`config.mk`:
```
export PLATFORM = sky130hd
export DESIGN_NAME = async_fifo_fwft_reader
export DESIGN_NICKNAME = d
export VERILOG_FILES = /design/src/rtl/async_fifo_fwft_reader.sv
export SDC_FILE = /design/constraint.sdc
export NUM_CORES = 1
export LEC_CHECK = 0
export BUFFER_PORTS_ARGS = -buffer_cell sky130_fd_sc_hd__buf_2
export CORE_UTILIZATION = 51
export DETAILED_ROUTE_END_ITERATION = 8
export GPL_TIMING_DRIVEN = 0
export PLACE_DENSITY = 0.85
export SLEW_MARGIN = 20
export SYNTH_ARGS = -nofsm -noshare
export SYNTH_HDL_FRONTEND = slang
export SYNTH_SLANG_ARGS = --single-unit
```
`constraint.sdc`:
```
create_clock -name read_clk -period 1.8 [get_ports read_clk]
set_clock_uncertainty 0.05 [all_clocks]
set_input_delay 0 -clock read_clk [delete_from_list [all_inputs] [get_ports read_clk]]
set_output_delay 0 -clock read_clk [all_outputs]
set_load 0.02 [all_outputs]
```
`src/rtl/async_fifo_fwft_reader.sv`:
```
// Read-side consumer of the async FIFO: turns the registered-data pop interface into a
// first-word-fall-through valid/ready stream, using a head register and a skid register.
module async_fifo_fwft_reader #(
  parameter int DATA_WIDTH  = 8,
  parameter int COUNT_WIDTH = 16
) (
  input  logic                   read_clk,
  input  logic                   read_rst_n,
  input  logic                   p_read_empty,
  input  logic [DATA_WIDTH-1:0]  p_read_data,
  output logic                   p_read_en,
  output logic                   m_valid,
  output logic [DATA_WIDTH-1:0]  m_data,
  input  logic                   m_ready,
  output logic [1:0]             occupancy,
  output logic [COUNT_WIDTH-1:0] rd_word_cnt
);

  logic                   head_valid_reg, head_valid_next;
  logic [DATA_WIDTH-1:0]  head_data_reg, head_data_next;
  logic                   skid_valid_reg, skid_valid_next;
  logic [DATA_WIDTH-1:0]  skid_data_reg, skid_data_next;
  logic                   inflight_reg;
  logic [COUNT_WIDTH-1:0] cnt_reg;
  logic                   pop_out;
  logic [1:0]             credit_used;

  assign pop_out     = head_valid_reg && m_ready;
  assign credit_used = {1'b0, head_valid_reg} + {1'b0, skid_valid_reg} + {1'b0, inflight_reg};

  // A slot freed by this cycle's pop_out can be reused by a pop issued in the same cycle.
  assign p_read_en = read_rst_n && !p_read_empty && ((credit_used < 2'd2) || pop_out);

  always_comb begin
    head_valid_next = head_valid_reg;
    head_data_next  = head_data_reg;
    skid_valid_next = skid_valid_reg;
    skid_data_next  = skid_data_reg;
    if (pop_out) begin
      if (skid_valid_reg) begin
        head_data_next  = skid_data_reg;
        skid_valid_next = inflight_reg;
        if (inflight_reg) skid_data_next = p_read_data;
      end else begin
        head_valid_next = inflight_reg;
        if (inflight_reg) head_data_next = p_read_data;
      end
    end else if (inflight_reg) begin
      if (!head_valid_reg) begin
        head_valid_next = 1'b1;
        head_data_next  = p_read_data;
      end else begin
        skid_valid_next = 1'b1;
        skid_data_next  = p_read_data;
      end
    end
  end

  always_ff @(posedge read_clk or negedge read_rst_n) begin
    if (!read_rst_n) begin
      head_valid_reg <= 1'b0;
      head_data_reg  <= '0;
      skid_valid_reg <= 1'b0;
      skid_data_reg  <= '0;
      inflight_reg   <= 1'b0;
      cnt_reg        <= '0;
    end else begin
      head_valid_reg <= head_valid_next;
      head_data_reg  <= head_data_next;
      skid_valid_reg <= skid_valid_next;
      skid_data_reg  <= skid_data_next;
      inflight_reg   <= p_read_en;
      cnt_reg        <= cnt_reg + COUNT_WIDTH'(pop_out);
    end
  end

  assign m_valid     = head_valid_reg;
  assign m_data      = head_data_reg;
  assign occupancy   = {1'b0, head_valid_reg} + {1'b0, skid_valid_reg};
  assign rd_word_cnt = cnt_reg;

endmodule

```
==> results by group <==
STA
  • Worst setup margin: 0.004421 ns
  • Slew Limit Fails: 0
  • RSZ-0062 raised after global routing: true
  • Setup TNS: 0 ns
  • Min Clock Period, post-route: 1.796 ns
  • Fin. Hold Viols: 0
  • Max Freq: 556.9 MHz
  • Ratio of final minimum period to clock period: 99.75%
  • Relative slew slack: 66.34%
  • Worst Hold Margin: 0.1153 ns
  • Worst slew pin tran: 0.5034 ns
  • Final Setup Violations: 0

Floorplan
  • Die H: 56.98 um
  • Core ar.: 2805 sq um
  • Die X: 56.98 um
  • Die ar.: 3246 sq um
  • Io pins: 40
  • Rows: 19
  • Initial core utilization: 54.95%

Setup path
  • Setup CP Type: reg2out
  • Worst Setup Start Kind: flip-flop
  • Critical path endpoint category: output port
  • Worst path arrival time: 1.75 ns
  • Worst Path Required: 1.75 ns
  • Worst-path fanout max: 3

Layout
  • Final instance area: 2016 sq um
  • Commonest non-fill, non-tap cell in the layout: buf_2
  • Ant. Diodes: 0
  • NumNets Final: 203
  • Post-Layout Cell Count: 220
  • Max reg flops: 16
  • Commonest cells after routing, fill and taps aside: 37 x buf_2, 33 x dfrtp_1, 12 x nand2_1
  • P&R area growth vs syn: 30.76%
  • Share of cells above drive strength 1: 38.10%

Detailed routing
  • Post-route ant nets: 0
  • 1st-pass router iterations: 6
  • # DRC: 4
  • Vias per Instance: 5.373
  • DRT iter0 DRCs: 20
  • Routed vias: 1,182
  • DR WL/cell: 13.90 um
  • Drt total wl: 3057 um

Global routing
  • Tot GR Track Use: 21.02%
  • Total gr overflow: 0
  • GR Util met2: 38.32%
  • Most used routing layer: met2
  • Met1 Use GR: 23.05%
  • Largest net degree at the start of global routing: 37
  • Number of global-route vias before repair: 1,197
  • Met3 Track Usage GR: 7.256%
  • Antenna violations before repair: 0
  • First-pass GRT wire length: 5106 um

Clocking
  • Maximum root-to-sink buffer count: 2
  • Num CTS Buffers: 5
  • Root buffer cell: clkbuf_4
  • Worst-skew pair later-pin latency: 0.34 ns
  • Clk slew on worst S/H paths: 0.10 ns
  • CTS tree: built
  • H-tree levels: 2
  • Clock Sinks: 35

Logic synthesis
  • Cell variety after synth: 28
  • Synth warn: 0
  • Synth top area cells: dfrtp_1 57%, mux2_2 5.8%, xor2_1 5.7%
  • Post-synthesis register bit count: 35
  • Post-Synthesis Cell Area: 1541 sq um
  • Synthesized area per cell: 12.14 sq um
  • Net Count, Synth: 142
  • Mapped Cells: 127
  • Top-area cell type share of the netlist area: 56.82%
  • Sequential-to-total area share from yosys stat: 56.82%
  • Yosys top cell by area: dfrtp_1

Placement
  • Hpwl dp: 2019 um
  • Dpl ws: 0.08208 ns
  • Routability-driven placement congestion ratio: 0.7753
  • Placed cell area: 1780 sq um
  • Port bufs: 39
  • Placed Cells: 197

Pwr
  • PwrDens: 1326 nW/um^2
  • Maximum VDD drop: 0.0009333 V
  • LEAKAGE: 1.070 nW

Run status
  • Outcome: finished with violations
  • Failing checks: DRC

Job
  • Max Cap Violations: 0

Min path
  • Hold Crit Class: in2async
## synth_stat cells (all sizes together)
cell type,instances
dfrtp,35
nand2,14
o21ai,10
xor2,10
nand3,9
mux2,8
mux2i,8
nor2,5
xnor2,5
ha,3
inv,3
nor3,3
nor4,2
a21o,1
a21oi,1
and2,1
and3,1
and4,1
buf,1
clkbuf,1
nand2b,1
nand4,1
nor3b,1
o211ai,1
or3,1
## through the flow
stage / utilization (%) / total power [mW]
after floorplan: - / 1.803
after global placement: 63.47 / 2.060
after detailed placement: 63.47 / 2.106
after CTS: 70.83 / 2.650
after global routing: 71.86 / 2.842
final: 71.86 / 2.673
## logic make-up (layout without fill, tap and decap cells)
logic type | after synthesis | in the layout | share of synthesized area, %
AOI/OAI and AO/OA | 13 | 13 | 4.870
xor gates and xnor gates | 15 | 15 | 8.522
and+or+nand+nor | 40 | 40 | 15.10
muxes | 16 | 16 | 11.04
buffers and inverters | 5 | 67 | 1.217
adders and majority gates | 3 | 3 | 2.435
DFF | 35 | 35 | 56.82
## critical path: stages (launching register included)
cell and delay (ns):
dfrtp_2 0.44, ha_4 0.24, nand2_1 0.08, xor2_1 0.16
nor2_1 0.07, nor3b_2 0.23, buf_4 0.18
## final cells by class
cell class | instances | area, sq um
flip-flops and latches | 35 | 878.3
fillers | 216 | 789.5
plain buffers | 2 | 8.758
multi-input cells | 87 | 669.4
well taps | 31 | 38.79
clock buffers | 8 | 68.82
inverters | 3 | 11.26
repair buffers | 54 | 340.3
## report_power, final
group          total (mW)  leakage [nW]  switching [mW]  internal (mW)
sequential           1.22         0.441           0.177           1.04
clock               0.483        0.0386           0.253          0.230
combinational       0.970         0.591           0.563          0.407
## path summary, 6_finish.rpt
check | start | endpoint | slack [ns] | depth (start not counted)
worst min-delay path | read_rst_n | rd_word_cnt[6] | 0.12 | 2
worst max-delay path | m_valid | p_read_en | 0.004 | 6
max in group asynchronous | read_rst_n | skid_valid_reg | 1.23 | 2
worst max register to register | m_valid | rd_word_cnt[8] | 0.14 | 7
worst min register to register | rd_word_cnt[15] | rd_word_cnt[15] | 0.43 | 1
min in group read_clk | p_read_data[6] | skid_data_reg[6] | 0.39 | 3
## layer usage
| metal | vias to the layer above | routed length (um) |
|---|---|---|
| met5 | - | 0 |
| met2 | 35 | 1576 |
| met1 | 581 | 1253 |
| li1 | 560 | - |
| met3 | 6 | 183 |
| met4 | 0 | 43 |
## timing repair
action	CTS	global route
hold endpoints to repair	53	0
cloned	0	0
pin swaps	0	1
buffers inserted	3	1
endpoints found under the setup margin	1	9
hold buffers	11	0
resized for setup	3	5
Note: power is estimated with default switching activity, not from simulation.
